**src/rtl/branch_predictor_pkg.sv**
```systemverilog
// Shared types and helpers for the branch predictor: data width, 2-bit
// direction counter encodings and the saturating counter step function.
package bp_pkg;

  localparam int XLEN = 32;

  typedef enum logic [1:0] {
    SNT = 2'b00,
    WNT = 2'b01,
    WT  = 2'b10,
    ST  = 2'b11
  } ctr_e;

  // Saturating step: taken moves toward ST, not-taken toward SNT.
  function automatic logic [1:0] ctr_next(input logic [1:0] ctr, input logic taken);
    logic [1:0] nxt;
    nxt = ctr;
    if (taken) begin
      if (ctr == ST) begin
        nxt = ST;
      end else begin
        nxt = ctr + 2'd1;
      end
    end else begin
      if (ctr == SNT) begin
        nxt = SNT;
      end else begin
        nxt = ctr - 2'd1;
      end
    end
    return nxt;
  endfunction

endpackage

```
**src/rtl/branch_predictor_if.sv**
```systemverilog
// Fetch-lookup, resolved-branch update and statistics signals of the branch
// predictor; slave is the predictor view, master the pipeline view.
interface branch_predictor_if
  import bp_pkg::*;
#(
  parameter int IDX_W = 6
) ();

  logic             fetch_valid_i;
  logic [XLEN-1:0]  fetch_pc_i;
  logic             pred_taken_o;
  logic [XLEN-1:0]  pred_target_o;
  logic [IDX_W-1:0] pred_idx_o;
  logic             upd_valid_i;
  logic [XLEN-1:0]  upd_pc_i;
  logic [IDX_W-1:0] upd_idx_i;
  logic             upd_taken_i;
  logic [XLEN-1:0]  upd_target_i;
  logic             upd_mispred_i;
  logic [XLEN-1:0]  stat_br_o;
  logic [XLEN-1:0]  stat_miss_o;

  modport slave (
    input  fetch_valid_i, fetch_pc_i,
    input  upd_valid_i, upd_pc_i, upd_idx_i, upd_taken_i, upd_target_i, upd_mispred_i,
    output pred_taken_o, pred_target_o, pred_idx_o,
    output stat_br_o, stat_miss_o
  );

  modport master (
    output fetch_valid_i, fetch_pc_i,
    output upd_valid_i, upd_pc_i, upd_idx_i, upd_taken_i, upd_target_i, upd_mispred_i,
    input  pred_taken_o, pred_target_o, pred_idx_o,
    input  stat_br_o, stat_miss_o
  );

endinterface

```
**src/rtl/branch_predictor_sat_counter_table.sv**
```systemverilog
// Table of 2-bit saturating direction counters with one asynchronous read
// port and one read-modify-write update port.
module sat_counter_table
  import bp_pkg::*;
#(
  parameter int DEPTH = 64,
  parameter int IDX_W = $clog2(DEPTH)
) (
  input  logic             clk,
  input  logic             reset_n,
  input  logic [IDX_W-1:0] rd_idx_i,
  output logic [1:0]       rd_ctr_o,
  input  logic             wr_en_i,
  input  logic [IDX_W-1:0] wr_idx_i,
  input  logic             wr_taken_i
);

  logic [1:0] ctr_q [DEPTH];
  logic [1:0] wr_ctr_d;

  assign rd_ctr_o = ctr_q[rd_idx_i];
  assign wr_ctr_d = ctr_next(ctr_q[wr_idx_i], wr_taken_i);

  // Counters start weakly not-taken; a reset edge drops any pending write.
  always_ff @(posedge clk or negedge reset_n) begin
    if (!reset_n) begin
      for (int i = 0; i < DEPTH; i++) begin
        ctr_q[i] <= WNT;
      end
    end else if (wr_en_i) begin
      ctr_q[wr_idx_i] <= wr_ctr_d;
    end
  end

endmodule

```
**src/rtl/branch_predictor.sv**
```systemverilog
// Bimodal/gshare direction predictor with a direct-mapped BTB and branch
// statistics. Define BP_GSHARE_EN to hash the BHT index with global history.
module branch_predictor
  import bp_pkg::*;
#(
  parameter int BHT_DEPTH = 64,
  parameter int BTB_DEPTH = 16,
  parameter int GHR_W     = 6
) (
  input  logic clk,
  input  logic reset_n,
  branch_predictor_if.slave bp
);

  localparam int IDX_W  = $clog2(BHT_DEPTH);
  localparam int BTB_IW = $clog2(BTB_DEPTH);
  localparam int TAG_W  = XLEN - BTB_IW - 2;

  logic              btb_valid_q  [BTB_DEPTH];
  logic [TAG_W-1:0]  btb_tag_q    [BTB_DEPTH];
  logic [XLEN-1:0]   btb_target_q [BTB_DEPTH];

  logic [IDX_W-1:0]  pc_idx_s;
  logic [IDX_W-1:0]  fetch_idx_s;
  logic [BTB_IW-1:0] fetch_bidx_s;
  logic [BTB_IW-1:0] upd_bidx_s;
  logic [TAG_W-1:0]  fetch_tag_s;
  logic [TAG_W-1:0]  upd_tag_s;
  logic [1:0]        fetch_ctr_s;
  logic              btb_hit_s;
  logic              pred_taken_s;
  logic [XLEN-1:0]   stat_br_q, stat_br_d;
  logic [XLEN-1:0]   stat_miss_q, stat_miss_d;
  logic              unused_s;

  assign pc_idx_s     = bp.fetch_pc_i[IDX_W+1:2];
  assign fetch_bidx_s = bp.fetch_pc_i[BTB_IW+1:2];
  assign fetch_tag_s  = bp.fetch_pc_i[XLEN-1:BTB_IW+2];
  assign upd_bidx_s   = bp.upd_pc_i[BTB_IW+1:2];
  assign upd_tag_s    = bp.upd_pc_i[XLEN-1:BTB_IW+2];
  assign unused_s     = ^bp.upd_pc_i[1:0];

`ifdef BP_GSHARE_EN
  logic [GHR_W-1:0] ghr_q, ghr_d;

  assign fetch_idx_s = pc_idx_s ^ IDX_W'(ghr_q);

  // History only advances on resolved branches, never on predictions.
  always_comb begin
    ghr_d = ghr_q;
    if (bp.upd_valid_i) begin
      ghr_d = {ghr_q[GHR_W-2:0], bp.upd_taken_i};
    end else begin
      ghr_d = ghr_q;
    end
  end

  // Global history register.
  always_ff @(posedge clk or negedge reset_n) begin
    if (!reset_n) begin
      ghr_q <= '0;
    end else begin
      ghr_q <= ghr_d;
    end
  end
`else
  localparam int unused_ghr_w = GHR_W;

  assign fetch_idx_s = pc_idx_s;
`endif

  sat_counter_table #(
    .DEPTH (BHT_DEPTH),
    .IDX_W (IDX_W)
  ) u_bht (
    .clk        (clk),
    .reset_n    (reset_n),
    .rd_idx_i   (fetch_idx_s),
    .rd_ctr_o   (fetch_ctr_s),
    .wr_en_i    (bp.upd_valid_i),
    .wr_idx_i   (bp.upd_idx_i),
    .wr_taken_i (bp.upd_taken_i)
  );

  // Zero-latency lookup reads pre-update table state.
  always_comb begin
    btb_hit_s    = btb_valid_q[fetch_bidx_s] && (btb_tag_q[fetch_bidx_s] == fetch_tag_s);
    pred_taken_s = bp.fetch_valid_i & btb_hit_s & fetch_ctr_s[1];
    if (pred_taken_s) begin
      bp.pred_target_o = btb_target_q[fetch_bidx_s];
    end else begin
      bp.pred_target_o = bp.fetch_pc_i + 32'd4;
    end
  end

  assign bp.pred_taken_o = pred_taken_s;
  assign bp.pred_idx_o   = fetch_idx_s;

  // BTB entries are allocated only by taken branches.
  always_ff @(posedge clk or negedge reset_n) begin
    if (!reset_n) begin
      for (int i = 0; i < BTB_DEPTH; i++) begin
        btb_valid_q[i]  <= 1'b0;
        btb_tag_q[i]    <= '0;
        btb_target_q[i] <= '0;
      end
    end else if (bp.upd_valid_i && bp.upd_taken_i) begin
      btb_valid_q[upd_bidx_s]  <= 1'b1;
      btb_tag_q[upd_bidx_s]    <= upd_tag_s;
      btb_target_q[upd_bidx_s] <= bp.upd_target_i;
    end
  end

  // Saturating statistics counters; mispredict is qualified by upd_valid_i.
  always_comb begin
    stat_br_d   = stat_br_q;
    stat_miss_d = stat_miss_q;
    if (bp.upd_valid_i && (stat_br_q != {XLEN{1'b1}})) begin
      stat_br_d = stat_br_q + 32'd1;
    end else begin
      stat_br_d = stat_br_q;
    end
    if (bp.upd_valid_i && bp.upd_mispred_i && (stat_miss_q != {XLEN{1'b1}})) begin
      stat_miss_d = stat_miss_q + 32'd1;
    end else begin
      stat_miss_d = stat_miss_q;
    end
  end

  // Statistics registers.
  always_ff @(posedge clk or negedge reset_n) begin
    if (!reset_n) begin
      stat_br_q   <= '0;
      stat_miss_q <= '0;
    end else begin
      stat_br_q   <= stat_br_d;
      stat_miss_q <= stat_miss_d;
    end
  end

  assign bp.stat_br_o   = stat_br_q;
  assign bp.stat_miss_o = stat_miss_q;

endmodule

```
**src/flat_wrapper.sv**
```systemverilog
// flat-port wrapper written by rule: the top's interface ports become plain ports
module branch_predictor_flat import bp_pkg::*;
#(
  parameter int BHT_DEPTH = 64,
  parameter int BTB_DEPTH = 16,
  parameter int GHR_W     = 6
)
  (clk, reset_n, bp_fetch_valid_i, bp_fetch_pc_i, bp_upd_valid_i, bp_upd_pc_i, bp_upd_idx_i, bp_upd_taken_i, bp_upd_target_i, bp_upd_mispred_i, bp_pred_taken_o, bp_pred_target_o, bp_pred_idx_o, bp_stat_br_o, bp_stat_miss_o);
  branch_predictor_if bp_i ();
  input  logic clk;
  input  logic reset_n;
  input wire logic [$bits(bp_i.fetch_valid_i)-1:0] bp_fetch_valid_i;
  input wire logic [$bits(bp_i.fetch_pc_i)-1:0] bp_fetch_pc_i;
  input wire logic [$bits(bp_i.upd_valid_i)-1:0] bp_upd_valid_i;
  input wire logic [$bits(bp_i.upd_pc_i)-1:0] bp_upd_pc_i;
  input wire logic [$bits(bp_i.upd_idx_i)-1:0] bp_upd_idx_i;
  input wire logic [$bits(bp_i.upd_taken_i)-1:0] bp_upd_taken_i;
  input wire logic [$bits(bp_i.upd_target_i)-1:0] bp_upd_target_i;
  input wire logic [$bits(bp_i.upd_mispred_i)-1:0] bp_upd_mispred_i;
  output wire logic [$bits(bp_i.pred_taken_o)-1:0] bp_pred_taken_o;
  output wire logic [$bits(bp_i.pred_target_o)-1:0] bp_pred_target_o;
  output wire logic [$bits(bp_i.pred_idx_o)-1:0] bp_pred_idx_o;
  output wire logic [$bits(bp_i.stat_br_o)-1:0] bp_stat_br_o;
  output wire logic [$bits(bp_i.stat_miss_o)-1:0] bp_stat_miss_o;
  assign bp_i.fetch_valid_i = bp_fetch_valid_i;
  assign bp_i.fetch_pc_i = bp_fetch_pc_i;
  assign bp_i.upd_valid_i = bp_upd_valid_i;
  assign bp_i.upd_pc_i = bp_upd_pc_i;
  assign bp_i.upd_idx_i = bp_upd_idx_i;
  assign bp_i.upd_taken_i = bp_upd_taken_i;
  assign bp_i.upd_target_i = bp_upd_target_i;
  assign bp_i.upd_mispred_i = bp_upd_mispred_i;
  assign bp_pred_taken_o = bp_i.pred_taken_o;
  assign bp_pred_target_o = bp_i.pred_target_o;
  assign bp_pred_idx_o = bp_i.pred_idx_o;
  assign bp_stat_br_o = bp_i.stat_br_o;
  assign bp_stat_miss_o = bp_i.stat_miss_o;
  branch_predictor #(.BHT_DEPTH(BHT_DEPTH), .BTB_DEPTH(BTB_DEPTH), .GHR_W(GHR_W)) u_core (.clk(clk), .reset_n(reset_n), .bp(bp_i));
endmodule
```
**config.mk**
```make
export PLATFORM = sky130hd
export DESIGN_NAME = branch_predictor_flat
export DESIGN_NICKNAME = d
export VERILOG_FILES = /design/src/rtl/branch_predictor_pkg.sv /design/src/rtl/branch_predictor_if.sv /design/src/rtl/branch_predictor_sat_counter_table.sv /design/src/rtl/branch_predictor.sv /design/src/flat_wrapper.sv
export SDC_FILE = /design/constraint.sdc
export NUM_CORES = 2
export LEC_CHECK = 0
export ABC_AREA = 1
export CORE_AREA = 2 2 335 337
export CTS_CLUSTER_DIAMETER = 150
export DETAILED_ROUTE_END_ITERATION = 12
export DIE_AREA = 0 0 337 339
export PLACE_DENSITY = 0.67
export SLEW_MARGIN = 15
export SYNTH_ARGS = -nofsm -noshare
export SYNTH_HDL_FRONTEND = slang
export SYNTH_SLANG_ARGS = --single-unit
```
**constraint.sdc**
```tcl
create_clock -name clk -period 3.2 [get_ports clk]
set_input_delay 0.64 -clock clk [delete_from_list [all_inputs] [get_ports clk]]
set_output_delay 0.64 -clock clk [all_outputs]
set_load 0.05 [all_outputs]
```
; Word-level counts from Yosys, hierarchy flattened
; Cells that the tools add are included.
[totals]
ff_bits = 1136
word_cells = 174
inputBits = 108
output_inout_bits = 103
[op_classes]
bitwise = 7
reduce_logical = 8
add_sub_neg = 5
mux = 30
order_cmp = 6
eq_ne = 4
[ops]
columns = cell, count
row1 = 512-bit bitwise mux, 1
row2 = 416-bit bitwise mux, 1
row3 = 32-bit binary-select mux with 4-bit select, 1
row4 = 128-bit bitwise mux, 1
row5 = 32-bit demux with 4-bit select, 1
row6 = 32-bit 2-to-1 mux, 4
row7 = 26-bit binary-select mux with 4-bit select, 1
row8 = 26-bit demux with 4-bit select, 1
row9 = 26-bit 2-to-1 mux, 3
row10 = 32-bit by 1-bit adder with 32-bit output (second input constant), 2
row11 = 32-bit != test (second input constant), 2
row12 = 32-bit by 3-bit adder with 32-bit output (second input constant), 1
row13 = 26-bit == test, 1
row14 = 2-bit binary-select mux with 6-bit select, 2
row15 = 2-bit 2-to-1 mux, 8
row16 = 16-bit OR, 1
row17 = 7-bit >= comparator (second input constant), 2
row18 = 6-bit NOT with 7-bit output, 2
row19 = 2-bit demux with 6-bit select, 1
row20 = 5-bit >= comparator (second input constant), 2
row21 = 4-bit NOT with 5-bit output, 2
row22 = 1-bit logical AND, 7
row23 = 7-bit by 1-bit < comparator with 1-bit output (second input constant), 1
row24 = 5-bit by 1-bit < comparator with 1-bit output (second input constant), 1
row25 = 8 further kinds, 11

; Longest topological paths before layout
[depth]
ltp_word = 9
depth_mapped = 23
depth_no_buf = 20

; By module
; A second synthesis with hierarchy kept.
[unflattened]
cells_unflattened = 7298
area_unflattened_um2 = 55548.3
[by_module_without_submodules]
columns = module, n_inst, cells_per_inst, area_each_um2
row1 = branch_predictor, 1, 6016, 47382.9
row2 = sat_counter_table, 1, 1282, 8165.3

; Worst setup path before layout
; Ideal clock, no wire load.
[synth_timing]
kind = input-to-output
startpoint = input bp_fetch_pc_i[2]
endpoint = output bp_pred_target_o[29]
path_stages = 15
t_required_ns = 2.560
arrival_ns = 2.889
path_slack_ns = -0.329
path_cell_list = buf_4 > buf_6 > buf_6 > buf_2 > o21ai_0 > nand3_1 > nor2b_1 > nor2_1 > nor2_1 > nor2_1 > nand3_1 > nor2_1 > nand2_1 > buf_2 > o21ai_1
[synth_between]
elab_chain_len = 9
[synth_lines]
columns = element, line
row1 = from (decl), flat_wrapper.sv:13  ; input wire logic [$bits(bp_i.fetch_pc_i)-1:0] bp_fetch_pc_i;
row2 = 4-bit NOT with 5-bit output (not written as such), "branch_predictor.sv:87, branch_predictor.sv:90"
row3 = 26-bit binary-select mux with 4-bit select, branch_predictor.sv:87  ; btb_hit_s = btb_valid_q[fetch_bidx_s] && (btb_tag_q[fetch_bidx_s] == fetch_tag_s);
row4 = 26-bit 2-to-1 mux (not written as such) (2 in series), branch_predictor.sv:87
row5 = 26-bit == test, branch_predictor.sv:87
row6 = 1-bit logical AND, branch_predictor.sv:87
row7 = 1-bit bitwise AND (2 in series), branch_predictor.sv:88  ; pred_taken_s = bp.fetch_valid_i & btb_hit_s & fetch_ctr_s[1];
row8 = 32-bit 2-to-1 mux *, branch_predictor.sv:89  ; if (pred_taken_s) begin
row9 = to (decl), flat_wrapper.sv:21  ; output wire logic [$bits(bp_i.pred_target_o)-1:0] bp_pred_target_o;
; Mark *: on every way between the ends. The rest lies on a longest branch, timed or not. The select of a mux whose other input is x is not followed.

; Worst setup path in the final report
[layout_timing]
startpoint = input bp_fetch_pc_i[2]
endpoint = output bp_pred_target_o[0]
; Same word-level chain as after synthesis.

==> impl_metrics.csv <==
group,metric,value,unit
layout,fin_util,0.6136,
pwr,ir_worst_vdd,0.5140,mV
global_route,grt_pass1_wl,294900,um
clock_tree,clock_latency,0.72,ns
floorplan,dieArea,114200,sq um
layout,drive_gt1_frac,0.1400,
timing,final_hold_viol_count,0,
floorplan,start_util,0.4974,
synth,synth_area_leader_cell,"dfrtp_1",
global_route,grt_use_total,0.3362,
worst_hold_path,hp-class,"register to register",
job,maxCapViolations,0,
timing,setup_tns,-14.95,ns
synth,synth_edf_count,0,
floorplan,die-width,337,um
timing,setup_slack,-0.4931,ns
floorplan,row_count,122,
critical_path,worst_setup_path_start_kind,"input port",
critical_path,rr_startpoint,"u_core.bp.stat_miss_o[0]",
critical_path,critical_path_depth,19,
critical_path,cp_common_cell,"buf_12",
floorplan,chipHeight,339,um
synth,netlist_area,54890,sq um
timing,rsz0062_at_grt,"yes",
route,avgViaCountPerCell,5.637,
synth,synth.most_common_cell,"nand2_1",
global_route,overflow,0,
global_route,antenna_found_initial,5,
layout,diodes,0,
route,drt_pass1_iterations,6,
outcome,violations,"setup timing",
outcome,status,"finished with violations",
placed_design,dp_hpwl,123700,um
pwr,power_density,591.2,nW/um^2
critical_path,crit_buf_inv,8,
critical_path,slowest_delay,0.19,ns
synth,synth_cells,7149,
clock_tree,clk_pin_slew,0.06,ns
clock_tree,cts_tree,"built",
synth,yosys_warnings,0,
pwr,power.leakage,32.70,nW
timing,setup_viol,33,
synth,yosysSeqAreaShare,0.5193,
critical_path,r2r-end,"u_core.bp.stat_miss_o[30]",
clock_tree,htreeDepth,3,
timing,fmax,270.8,MHz
critical_path,critical-path-top-delay-family,"buffers and inverters",
synth,synth_top_area_frac,0.4887,
global_route,grt_max_degree,118,
floorplan,io_pins,211,
synth,yosysUniqueCellTypes,42,
placed_design,io_buffer_count,208,
synth,async_flop_share,1.000,
floorplan,core-area,110400,sq um
synth,synth_ff_type,"dfrtp_1",
synth,synthTopCellsByCount,"2404 x nand2_1, 1208 x o21ai_0, 1072 x dfrtp_1",
route,wl_per_cell,21.24,um
clock_tree,cts.sinks,1136,
route,drc_errors,0,
critical_path,slowest_stage,"o21ai_0",
worst_hold_path,hold_end,"u_core.btb_valid_q[13]",
critical_path,cp.required,2.56,ns
worst_hold_path,holdPathStages,2,
global_route,grt_pass1_vias,48100,
timing,slew_violations,0,
timing,tightest_slew,0.9324,ns
layout,syn2layout_area_growth,23.38,%
critical_path,arrival,3.05,ns
critical_path,critPathMaxFanout,6,
route,drt_iter0_drc,5744,
critical_path,reg2reg_slack,0.82,ns
layout,fillers,9697,
timing,post-route-min-period,3.693,ns
synth,synth_area_leaders,"dfrtp_1 49%, nand2_1 16%, o21ai_0 11%, nand3_1 4.0%, inv_1 3.5%",
route,drtAntennaViolNets,0,
timing,min_period_over_period,1.154,
clock_tree,root_buffer,"clkbuf_16",
timing,slew_headroom,0.3784,
clock_tree,cts_buffer_depth,3,
worst_hold_path,hold_path_startpoint,"u_core.btb_valid_q[13]",
timing,finClkSkew,0.009962,ns
layout,nNetsFinal,7589,
critical_path,critPathCaptureType,"primary output",
route,vias,51090,
synth,syn_avg_cell_area,7.678,sq um
critical_path,worstRegToRegCells,10,
critical_path,critPathKind,"input port to primary output",
synth,synth.net_count,7260,
placed_design,place.gp.congestion,0.9854,
clock_tree,cts_made_buffers,119,
synth,ys_ff_latch,1136,
critical_path,path_cells,"buf_16, clkinv_16, buf_12, buf_4, o21ai_0, nand3_2, nand3_2, nand3b_1, nand2_2, nand2_1, nor2_1, nand2_1, nor2_4, buf_12, buf_12, buf_12, nand3_2, nand2_2, buf_8",
route,drt_wl_total,192600,um
==> flip-flops by register name, summed over array words and instances (netlist names) <==
register / cells
u_core.bp.stat_br_o: 32
u_core.bp.stat_miss_o: 32
u_core.btb_tag_q: 416
u_core.btb_target_q: 512
u_core.btb_valid_q: 16
u_core.u_bht.ctr_q: 128
==> per-layer routing <==
layer,up-vias,share of wire,GRT usage
li1,23630,-,-
met4,2,0.038,0.1239
met2,2254,0.44,0.5117
met3,346,0.092,0.06001
met1,24860,0.43,0.4806
met5,-,0.000062,0
==> tightest hold or removal path, stage by stage, from the launching register on <==
cell and delay [ns]:
dfrtp_1 0.32, inv_1 0.04, nand2_1 0.05
==> cell type report <==
class | instances | area, sq um | share of cell area
Multi-Input combinational cell | 4993 | 23320 | 0.3444
Inverter | 522 | 2033 | 0.03002
Timing Repair Buffer | 704 | 7819 | 0.1155
Clock inverter | 48 | 600.6 | 0.008868
Tap cell | 1488 | 1862 | 0.02749
Sequential cell | 1136 | 28510 | 0.4209
Clock buffer | 171 | 3528 | 0.05210
Timing Repair inverter | 2 | 50.05 | 0.0007390
==> cell families (layout without fill, tap and decap cells) <==
family | count (synthesis) | after routing | synth area share
and+or+nand+nor | 3458 | 3458 | 0.2521
xor gates and xnor gates | 86 | 86 | 0.01372
adders and majority gates | 3 | 3 | 0.0006839
DFF | 1136 | 1136 | 0.5193
AOI/OAI and AO/OA | 1446 | 1446 | 0.1387
buffers and inverters | 1020 | 1447 | 0.07538
==> report_power, final <==
part | leakage [nW] | switching, W | total (W) | internal (W)
Combinational | 16.1 | 0.00443 | 0.00721 | 0.00279
Sequential | 14.6 | 0.00137 | 0.0182 | 0.0168
Clock | 2.06 | 0.00596 | 0.0146 | 0.00867
==> worst max-delay path by stage <==
stage	start	to	slack [ns]
after floorplan	bp_fetch_pc_i[2]	bp_pred_target_o[29]	-0.08
after global placement	bp_fetch_pc_i[5]	bp_pred_target_o[31]	-0.87
after detailed placement	bp_fetch_pc_i[5]	bp_pred_target_o[28]	-0.88
after CTS	bp_fetch_pc_i[2]	bp_pred_target_o[31]	-0.46
after global routing	bp_fetch_pc_i[2]	bp_pred_target_o[0]	-0.61
final	bp_fetch_pc_i[2]	bp_pred_target_o[0]	-0.49
==> timing repair <==
item                                    in CTS  in global routing
endpoints found under the hold margin       35                  0
resized for setup                          281                 93
gates cloned                                14                  1
hold buffers                                 1                  0
buffers inserted                            35                 10
endpoints found under the setup margin      33                 33
pin swaps                                   48                 50
==> through the flow <==
stage	worst slack [ns]	std cells	hold slack [ns]	area [sq um]	power [W]
2_1_floorplan	-0.07526	7149	0.3444	54960	0.02222
3_3_place_gp	-0.8748	8786	0.4331	61550	0.02498
3_5_place_dp	-0.8792	8786	0.4344	61550	0.02520
4_1_cts	-0.4593	9055	0.4501	67330	0.04002
5_1_grt	-0.6125	9064	0.4771	67720	0.04190
6_report	-0.4931	9064	0.4493	67720	0.04004
==> layout by cell type, fill, tap and decap left out, drive strengths merged, types with 34 or more instances in the layout <==
cell type and count:
xor2 65, nand4 37, nand2 2407, clkinv 34, nor3 53, dfrtp 1072
dfstp 64, inv 520, nor2 499, clkdlybuf4s50 160, o221ai 41, nand3 448
clkbuf 172, o22ai 82, o21ai 1257, buf 532
Note: power is estimated with default switching activity, not from simulation.
